$ cat config.mk
export PLATFORM = sky130hd
export DESIGN_NAME = i2s_stereo_fifo
export DESIGN_NICKNAME = d
export VERILOG_FILES = /design/src/rtl/i2s_stereo_fifo.sv
export SDC_FILE = /design/constraint.sdc
export NUM_CORES = 1
export LEC_CHECK = 0
export CORE_ASPECT_RATIO = 0.5
export CORE_MARGIN = 3
export CORE_UTILIZATION = 50
export CTS_BUF_LIST = sky130_fd_sc_hd__clkbuf_16
export CTS_CLUSTER_DIAMETER = 50
export DETAILED_ROUTE_END_ITERATION = 8
export GPL_TIMING_DRIVEN = 0
export PLACE_DENSITY = 0.64
export SETUP_SLACK_MARGIN = 0.1
export SLEW_MARGIN = 0
export SYNTH_ARGS = -nofsm -noshare
export SYNTH_HDL_FRONTEND = slang
export SYNTH_SLANG_ARGS = --single-unit
$ cat constraint.sdc
create_clock -name clk_i -period 6.1 [get_ports clk_i]
set_clock_uncertainty 0.05 [all_clocks]
set_input_delay 0.915 -clock clk_i [delete_from_list [all_inputs] [get_ports clk_i]]
set_output_delay 0.915 -clock clk_i [all_outputs]
set_load 0.01 [all_outputs]
$ cat src/rtl/i2s_stereo_fifo.sv
// i2s_stereo_fifo: stereo frame FIFO between the I2S 24-bit capture block and
// the DSP/beamforming consumer. First-word-fall-through, drop-newest on
// overflow with a sticky flag and a saturating dropped-frame counter.
// Optional macro AUDIO_FIFO_WATERMARK_EN enables the registered level_hi_o
// comparator; without it level_hi_o is tied low.
//
// Handshake: the output side is a strict valid/ready stream. A frame transfers
// on a clock edge where out_valid_o and out_ready_i are both high; out_valid_o
// never depends combinationally on out_ready_i or in_valid_i, and the head data
// is held stable while out_valid_o=1 and out_ready_i=0. The input side has no
// backpressure: in_valid_i is a strobe and a frame that cannot be stored is
// dropped and counted.
module i2s_stereo_fifo #(
  parameter int DEPTH      = 16,
  parameter int DROP_CNT_W = 16,
  parameter int WATERMARK  = 12
) (
  input  logic                       clk_i,
  input  logic                       rst_i,
  input  logic                       in_valid_i,
  input  logic [23:0]                in_left_i,
  input  logic [23:0]                in_right_i,
  output logic                       out_valid_o,
  input  logic                       out_ready_i,
  output logic [23:0]                out_left_o,
  output logic [23:0]                out_right_o,
  output logic [$clog2(DEPTH):0]     level_o,
  output logic                       overflow_o,
  output logic [DROP_CNT_W-1:0]      drop_cnt_o,
  input  logic                       clear_ovf_i,
  output logic                       level_hi_o
);

  localparam int AW = $clog2(DEPTH);
  localparam int PW = AW + 1;

  logic [47:0]           mem_q [DEPTH];
  logic [PW-1:0]         wr_ptr_q, wr_ptr_d;
  logic [PW-1:0]         rd_ptr_q, rd_ptr_d;
  logic [PW-1:0]         level_q, level_d;
  logic                  out_valid_q, out_valid_d;
  logic [47:0]           out_data_q, out_data_d;
  logic                  overflow_q, overflow_d;
  logic [DROP_CNT_W-1:0] drop_cnt_q, drop_cnt_d;
  logic                  full, wr, rd, drop;

  // Accept/drop decisions and next-state for pointers, head data and overflow.
  always_comb begin
    full        = (wr_ptr_q[AW-1:0] == rd_ptr_q[AW-1:0]) && (wr_ptr_q[AW] != rd_ptr_q[AW]);
    rd          = out_valid_q & out_ready_i;
    wr          = in_valid_i & (~full | rd);
    drop        = in_valid_i & full & ~rd;
    wr_ptr_d    = wr ? wr_ptr_q + PW'(1) : wr_ptr_q;
    rd_ptr_d    = rd ? rd_ptr_q + PW'(1) : rd_ptr_q;
    level_d     = wr_ptr_d - rd_ptr_d;
    out_valid_d = (wr_ptr_d != rd_ptr_d);
    // The head slot may be written this very cycle (FIFO empty after this
    // edge); forward the incoming frame so the head is correct at latency 1.
    if (wr && (rd_ptr_d[AW-1:0] == wr_ptr_q[AW-1:0])) begin
      out_data_d = {in_left_i, in_right_i};
    end else begin
      out_data_d = mem_q[rd_ptr_d[AW-1:0]];
    end
    overflow_d = overflow_q;
    drop_cnt_d = drop_cnt_q;
    if (drop) begin
      overflow_d = 1'b1;
      if (clear_ovf_i) begin
        drop_cnt_d = DROP_CNT_W'(1);
      end else if (~&drop_cnt_q) begin
        drop_cnt_d = drop_cnt_q + DROP_CNT_W'(1);
      end
    end else if (clear_ovf_i) begin
      overflow_d = 1'b0;
      drop_cnt_d = '0;
    end
  end

  // Frame storage; contents are don't-care after reset so no reset here.
  always_ff @(posedge clk_i) begin
    if (wr) begin
      mem_q[wr_ptr_q[AW-1:0]] <= {in_left_i, in_right_i};
    end
  end

  // Control and output registers with synchronous reset.
  always_ff @(posedge clk_i) begin
    if (rst_i) begin
      wr_ptr_q    <= '0;
      rd_ptr_q    <= '0;
      level_q     <= '0;
      out_valid_q <= 1'b0;
      out_data_q  <= '0;
      overflow_q  <= 1'b0;
      drop_cnt_q  <= '0;
    end else begin
      wr_ptr_q    <= wr_ptr_d;
      rd_ptr_q    <= rd_ptr_d;
      level_q     <= level_d;
      out_valid_q <= out_valid_d;
      out_data_q  <= out_data_d;
      overflow_q  <= overflow_d;
      drop_cnt_q  <= drop_cnt_d;
    end
  end

`ifdef AUDIO_FIFO_WATERMARK_EN
  logic level_hi_q, level_hi_d;

  // Watermark flag tracks the next level so it lines up with level_o.
  always_comb begin
    level_hi_d = (level_d >= PW'(WATERMARK));
  end

  // Registered watermark flag.
  always_ff @(posedge clk_i) begin
    if (rst_i) begin
      level_hi_q <= 1'b0;
    end else begin
      level_hi_q <= level_hi_d;
    end
  end

  assign level_hi_o = level_hi_q;
`else
  assign level_hi_o = 1'b0;
`endif

  assign out_valid_o = out_valid_q;
  assign out_left_o  = out_data_q[47:24];
  assign out_right_o = out_data_q[23:0];
  assign level_o     = level_q;
  assign overflow_o  = overflow_q;
  assign drop_cnt_o  = drop_cnt_q;

endmodule

==> results of run 1 <==
cells in the mapped netlist, types with 30 or more instances:
cell type                  instances
sky130_fd_sc_hd__a211oi_1        101
sky130_fd_sc_hd__a221oi_1         96
sky130_fd_sc_hd__buf_2            30
sky130_fd_sc_hd__clkbuf_1        222
sky130_fd_sc_hd__dfxtp_1          81
sky130_fd_sc_hd__edfxtp_1        768
sky130_fd_sc_hd__inv_1            56
sky130_fd_sc_hd__mux4_2           96
sky130_fd_sc_hd__nand2_1         211
sky130_fd_sc_hd__nand3_1         203
sky130_fd_sc_hd__nand4_1         201
sky130_fd_sc_hd__o2111a_1         96
sky130_fd_sc_hd__o221a_1          37
sky130_fd_sc_hd__o221a_2          59
sky130_fd_sc_hd__o32ai_1          39
worst register-to-register path: cells and delay by family (launching register included):
family          cells  cell delay, ns
buf+inv             2            1.67
compound gates      3            0.79
fa+ha+maj           2            0.60
flops               1            0.48
xor+xnor            1            0.66
simple gates        3            0.41
state kept, by name, indices dropped and copies added, names as in the netlist, named ones only:
| register | flops |
|---|---|
| level_o | 5 |
| mem_q | 768 |
| out_data_q | 48 |
| wr_ptr_q | 4 |
| out_valid_o | 1 |
| drop_cnt_o | 16 |
| overflow_o | 1 |
| rd_ptr_q | 5 |
how the worst min path moves through the flow:
stage / to / start / slack (ns)
after floorplan: overflow_o$_SDFFE_PP0P_ / overflow_o$_SDFFE_PP0P_ / 0.43
after global placement: overflow_o$_SDFFE_PP0P_ / overflow_o$_SDFFE_PP0P_ / 0.41
after detailed placement: overflow_o$_SDFFE_PP0P_ / overflow_o$_SDFFE_PP0P_ / 0.41
after CTS: overflow_o$_SDFFE_PP0P_ / overflow_o$_SDFFE_PP0P_ / 0.43
after global routing: overflow_o$_SDFFE_PP0P_ / overflow_o$_SDFFE_PP0P_ / 0.44
final: overflow_o$_SDFFE_PP0P_ / overflow_o$_SDFFE_PP0P_ / 0.42
power breakdown:
part	internal [uW]	switching, uW	leakage, uW	total, uW
Sequential	6470	33.8	0.00760	6510
Combinational	851	1250	0.00429	2100
Clock	2840	2160	0.00134	5000
layer usage:
metal / part of all wire, % / wire length, um
met5: 0 / 0
met4: 3.0 / 3250
met2: 43 / 45500
met3: 11 / 12000
met1: 43 / 46200
layout make-up:
cell class	count	area, um^2	area share, %
Buffer	268	1070	2.54
Multi-Input combinational cell	1310	10800	25.5
Clock buffer	85	2130	5.04
Tap cell	958	1200	2.84
Clock inverter	55	442	1.05
Sequential cell	849	24700	58.4
Antenna cell	1	2.50	0.00593
Inverter	57	214	0.507
Timing Repair Buffer	157	1720	4.07
stage by stage:
stage,hold WS [ns],cell area [um^2],cells
after detailed placement,0.415,39700,3599
after CTS,0.427,42200,3739
after global placement,0.405,39100,3565
final,0.417,42200,3740
after floorplan,0.431,36700,2484
after global routing,0.439,42200,3739
kinds of logic after synthesis:
logic type / after synthesis / share of synthesized area, %
other: 1 / 0.0102
XOR/XNOR: 14 / 0.410
flip-flops: 849 / 67.3
buffers and inverters: 325 / 3.51
AO/OA/AOI/OAI: 492 / 12.7
adder cells (fa/ha/maj): 11 / 0.396
AND/OR/NAND/NOR: 695 / 9.73
multiplexers: 97 / 5.93
==> flow_metrics.py, run 1 <==
metrics = {
    "die": {
        "coreArea_um2": 71700,
        "start_util_pct": 51.1,
        "ios": 125,
        "row_count": 69,
        "die_y_um": 197,
        "x_dimension_of_the_die_um": 389,
        "design.die.area_um2": 76800,
    },
    "finish": {
        "layout.cells.most_common": "sky130_fd_sc_hd__edfxtp_1",
        "fillerInstances": 5419,
        "num-nets-final": 2783,
        "mostFrequentLayoutCells": "sky130_fd_sc_hd__edfxtp_1, sky130_fd_sc_hd__clkbuf_1, sky130_fd_sc_hd__nand2_1",
        "finalCoreUtilization_pct": 58.9,
        "area_growth_from_synthesis_to_layout_pct": 15.2,
        "layout-drive-gt1-share_pct": 13.3,
    },
    "detailed_routing": {
        "final_antenna_net_count": 0,
        "num_vias": 25400,
        "detail_route.drc_violations": 0,
        "routed_wire_length_per_instance_um": 28.6,
        "detail_route.first_pass.iterations": 9,
        "postRouteWirelength_um": 107000,
        "detailedRoute.firstIterationViolations": 3886,
        "via_per_inst": 6.78,
    },
    "synthesis": {
        "synth.yosys.seq_area_share_pct": 67.3,
        "synth_nets": 2548,
        "synth_top_cell_by_area": "sky130_fd_sc_hd__edfxtp_1",
        "synth-seq-cells": 849,
        "synth.top_cell.area_share_pct": 62.9,
        "post_synth.cell_area_avg_um2": 14.8,
        "syn_inst": 2484,
        "synth.lib_cells_used.distinct": 60,
        "synth_enable_flop_cells": 768,
        "top_flip_flop_cell_by_instance_count_after_synthesis": "sky130_fd_sc_hd__edfxtp_1",
        "synthesis.area_um2": 36700,
        "synth.area.top_cells": "sky130_fd_sc_hd__edfxtp_1, sky130_fd_sc_hd__mux4_2, sky130_fd_sc_hd__dfxtp_1, sky130_fd_sc_hd__nand4_1, sky130_fd_sc_hd__o2111a_1",
        "proportion_of_synthesized_flip_flops_having_asynchronous_set_or_reset_pct": 0,
        "yosys_warnings": 0,
    },
    "placed_design": {
        "placement.setup.worst_slack_ns": 0.544,
        "finalWeightedCongestion": 0.897,
        "dp.final_hpwl_um": 72300,
        "port_buffers": 123,
    },
    "clock_network": {
        "clkLatencyLatePin_ns": 0.64,
        "ctsRootBufferMaster": "sky130_fd_sc_hd__clkbuf_16",
        "post_cts_buffers": 0,
        "post_cts_resized": 0,
        "tritoncts.num_buffers": 76,
        "clock_sinks": 849,
        "tritoncts": "built",
        "cts_hold_repair.buffers": 0,
        "cts-htree-levels": 3,
        "ctsLongestPathBuffers": 3,
        "clk_pin_slew_worst_paths_ns": 0.06,
    },
    "timing": {
        "grt_setup_unrepaired": "false",
        "max_freq_mhz": 198,
        "final_worst_path_cycle_share_pct": 83.0,
        "timing.slew.headroom_pct": 18.1,
        "setup_violations": 0,
        "final_setup_slack_of_the_worst_path_ns": 1.04,
        "worst_slew_pin_slew_ns": 1.23,
        "layout_min_cycle_time_ns": 5.06,
        "setup-tns-final_ns": 0,
        "slew_viol_final": 0,
        "number_of_endpoints_with_negative_hold_slack_in_the_final_report": 0,
    },
    "worst_setup_path": {
        "slowest_stage": "sky130_fd_sc_hd__clkbuf_1",
        "critPathArrivalTime_ns": 5.58,
        "r2r-start": "rd_ptr_q[0]$_SDFF_PP0_",
        "cp.required_ns": 6.62,
        "critical_path.reg2reg.endpoint": "level_o[4]$_SDFF_PP0_",
        "timing.critical_path.to": "level_o[4]$_SDFF_PP0_",
        "setup.reg_to_reg.worst_slack_ns": 1.39,
        "worstSetupStartpointType": "input port",
        "cp_capture_type": "flop",
        "path_cells": "clkdlybuf4s50_1 -> buf_2 -> nand3_1 -> xor2_1 -> clkbuf_1 -> buf_1 -> ha_1 -> a21o_1 -> a21oi_1 -> nand2_1 -> a311o_1 -> nand4_1",
        "cpLargestDelayFamily": "buffers and inverters",
        "largest_fanout_on_the_critical_path": 10,
        "worstRegToRegCells": 11,
        "critical_path_depth_in_cells": 12,
        "startpoint": "out_ready_i",
        "crit_path_max_incr_delay_ns": 0.95,
        "ws_path_type": "input port to flop",
        "worstPathBufferInverterCount": 4,
    },
    "grt": {
        "grt_start_max_net_pins": 49,
        "gr-usage-met2_pct": 39.6,
        "number_of_antenna_violations_at_the_first_check_in_global_routing": 1,
        "gr-usage-met1_pct": 42.6,
        "global_route_met3_utilization_pct": 5.94,
        "grt_most_used_layer": "met1",
        "via_count_of_the_first_global_routing_pass": 23900,
        "grt_overflow": 0,
        "grt_first_pass_wirelength_um": 158000,
        "globalRouteTotalUtil_pct": 27.7,
    },
    "min_path": {
        "depth_of_the_worst_hold_timing_path": 2,
        "worstHoldPathType": "flop to flop",
    },
    "power": {
        "report.power.total_uw": 13600,
        "total_leakage_power_uw": 0.0132,
        "worst_ir_drop_vdd_uv": 194,
        "pwr_density_cell_nw_per_um2": 322,
    },
    "outcome": {
        "outcome": "completed",
    },
    "flow_run": {
        "cap_viol_max_count": 0,
    },
}
Note: power is estimated with default switching activity, not from simulation.
==> inputs of run 2 (changes only) <==
Settings changed: PLACE_DENSITY 0.64 to 0.67.
Clock period 6.1 ns to 4.15 ns, I/O delays scaled along.
==> flow_metrics.py, run 2 (synthesized netlist as in run 1, its figures left out) <==
metrics = {
    "outcome": {
        "outcome": "completed",
    },
    "detailed_routing": {
        "routed_wire_length_per_instance_um": 28.1,
        "detail_route.first_pass.iterations": 6,
        "detailedRoute.firstIterationViolations": 3608,
        "postRouteWirelength_um": 105000,
        "detail_route.drc_violations": 0,
        "num_vias": 25300,
        "via_per_inst": 6.78,
        "final_antenna_net_count": 0,
    },
    "clock_network": {
        "ctsLongestPathBuffers": 3,
        "clkLatencyLatePin_ns": 0.66,
        "cts-htree-levels": 3,
        "tritoncts": "built",
        "clock_sinks": 849,
        "clk_pin_slew_worst_paths_ns": 0.07,
        "tritoncts.num_buffers": 76,
        "ctsRootBufferMaster": "sky130_fd_sc_hd__clkbuf_16",
    },
    "worst_setup_path": {
        "largest_fanout_on_the_critical_path": 10,
        "cp_capture_type": "flop",
        "path_cells": "ha_1 -> nand3_1 -> clkbuf_1 -> clkbuf_1 -> nand3_1 -> a221oi_1 -> a211oi_1 -> o32ai_1",
        "cp.required_ns": 4.60,
        "critPathArrivalTime_ns": 4.42,
        "ws_path_type": "flop to flop",
        "worstSetupStartpointType": "flop",
        "cpLargestDelayFamily": "buffers and inverters",
        "slowest_stage": "sky130_fd_sc_hd__clkbuf_1",
        "worstPathBufferInverterCount": 2,
        "crit_path_max_incr_delay_ns": 0.90,
    },
    "timing": {
        "max_freq_mhz": 252,
        "number_of_endpoints_with_negative_hold_slack_in_the_final_report": 0,
        "worst_slew_pin_slew_ns": 1.18,
        "grt_setup_unrepaired": "true",
        "setup_violations": 0,
        "layout_min_cycle_time_ns": 3.97,
        "slew_viol_final": 0,
        "timing.slew.headroom_pct": 21.4,
        "final_worst_path_cycle_share_pct": 95.7,
    },
    "power": {
        "net-switching-power_uw": 5060,
        "switching_share_pct": 25.7,
        "seq_power_share_pct": 48.6,
        "pwr_density_cell_nw_per_um2": 467,
        "power.share.combinational_pct": 15.6,
        "p_int_uw": 14600,
        "share_clk_of_total_power_pct": 35.8,
        "report.power.total_uw": 19700,
        "worst_ir_drop_vdd_uv": 311,
        "total_leakage_power_uw": 0.0131,
    },
    "finish": {
        "layout-drive-gt1-share_pct": 13.1,
        "layout.cells.most_common": "sky130_fd_sc_hd__edfxtp_1",
        "finalCoreUtilization_pct": 58.7,
        "area_growth_from_synthesis_to_layout_pct": 15.0,
        "fillerInstances": 5403,
        "largest_reg_flops": 768,
        "num-nets-final": 2771,
        "mostFrequentLayoutCells": "sky130_fd_sc_hd__edfxtp_1, sky130_fd_sc_hd__clkbuf_1, sky130_fd_sc_hd__nand2_1",
    },
    "placed_design": {
        "port_buffers": 123,
        "finalWeightedCongestion": 0.905,
        "dp.final_hpwl_um": 70100,
    },
    "die": {
        "design.die.area_um2": 76800,
        "start_util_pct": 51.1,
        "coreArea_um2": 71700,
        "row_count": 69,
        "die_y_um": 197,
        "x_dimension_of_the_die_um": 389,
        "ios": 125,
    },
    "grt": {
        "globalRouteTotalUtil_pct": 27.1,
        "number_of_antenna_violations_at_the_first_check_in_global_routing": 1,
        "grt_first_pass_wirelength_um": 156000,
        "grt_overflow": 0,
        "grt_start_max_net_pins": 49,
        "via_count_of_the_first_global_routing_pass": 24300,
    },
    "flow_run": {
        "cap_viol_max_count": 0,
    },
    "min_path": {
        "worstHoldPathType": "flop to flop",
    },
}
[run 2: cell types whose count changed in the layout (fill, tap and decap cells not counted), moves of 3 or more]
| cell | previous run | this run |
|---|---|---|
| sky130_fd_sc_hd__inv_1 | 75 | 66 |
| sky130_fd_sc_hd__clkinvlp_4 | 1 | 5 |
| sky130_fd_sc_hd__nor3_4 | 0 | 4 |
| sky130_fd_sc_hd__clkinv_2 | 17 | 14 |
| sky130_fd_sc_hd__buf_6 | 23 | 3 |
| sky130_fd_sc_hd__clkinv_1 | 10 | 23 |
| sky130_fd_sc_hd__clkbuf_2 | 0 | 3 |
| sky130_fd_sc_hd__buf_16 | 1 | 7 |
| sky130_fd_sc_hd__buf_8 | 0 | 5 |
| sky130_fd_sc_hd__nor3_2 | 4 | 0 |
| sky130_fd_sc_hd__clkbuf_16 | 85 | 79 |
[run 2: area by class of cell]
type,count,area [um^2],area share (%)
Antenna cell,3,7.51,0.0178
Buffer,268,1080,2.56
Clock buffer,79,1980,4.69
Clock inverter,63,468,1.11
Inverter,57,214,0.508
Multi-Input combinational cell,1310,10800,25.7
Sequential cell,849,24700,58.6
Tap cell,958,1200,2.84
Timing Repair Buffer,145,1700,4.03
[run 2: per-stage QoR]
| stage | area (um^2) | std cells | setup slack [ns] | hold WS [ns] | setup TNS, ns |
|---|---|---|---|---|---|
| floorplan | 36700 | 2484 | 0.0979 | 0.431 | 0 |
| finish | 42100 | 3732 | 0.178 | 0.416 | 0 |
| global route | 42100 | 3729 | 0.0296 | 0.450 | 0 |
| global placement | 39100 | 3565 | -2.72 | 0.399 | -1358.71 |
| CTS | 42100 | 3729 | 0.137 | 0.416 | 0 |
| detailed placement | 39700 | 3587 | -1.04 | 0.406 | -13.97 |
[run 2: final timing paths]
kind,start,to,slack [ns],cells past startpoint
worst max register to register,rd_ptr_q[0]$_SDFF_PP0_,out_data_q[47]$_SDFF_PP0_,0.18,8
worst min register to register,overflow_o$_SDFFE_PP0P_,overflow_o$_SDFFE_PP0P_,0.42,2
worst max-delay path,rd_ptr_q[0]$_SDFF_PP0_,out_data_q[47]$_SDFF_PP0_,0.18,8
worst min-delay path,overflow_o$_SDFFE_PP0P_,overflow_o$_SDFFE_PP0P_,0.42,2
[run 2: timing repair]
item / in CTS / in global routing
resized for setup: 3 / 5
cloned: 0 / 0
hold buffers: 0 / 0
endpoints found under the setup margin: 4 / 3
buffers inserted: 0 / 0
[run 2: worst register-to-register path, stage by stage (launching register included)]
cell and delay, ns:
sky130_fd_sc_hd__dfxtp_1 0.48, sky130_fd_sc_hd__ha_1 0.32, sky130_fd_sc_hd__nand3_1 0.22, sky130_fd_sc_hd__clkbuf_1 0.90
sky130_fd_sc_hd__clkbuf_1 0.57, sky130_fd_sc_hd__nand3_1 0.17, sky130_fd_sc_hd__a221oi_1 0.62, sky130_fd_sc_hd__a211oi_1 0.12
sky130_fd_sc_hd__o32ai_1 0.37
[run 2: routing by layer]
layer	GRT usage (%)	vias up	wire length (um)	share of wire [%]
li1	-	10800	-	-
met1	39.2	12700	43300	41
met2	39.6	1542	45400	43
met3	7.28	228	12400	12
met4	9.89	0	3760	3.6
met5	0	-	0	0
[run 2: power by group through the flow]
stage / logic, uW / registers (uW) / clock network (uW)
finish: 3070 / 9570 / 7050
detailed placement: 3000 / 9760 / 0
floorplan: 1800 / 9800 / 0
global placement: 2920 / 9760 / 0
global route: 3240 / 9580 / 7440
CTS: 3010 / 9570 / 7100
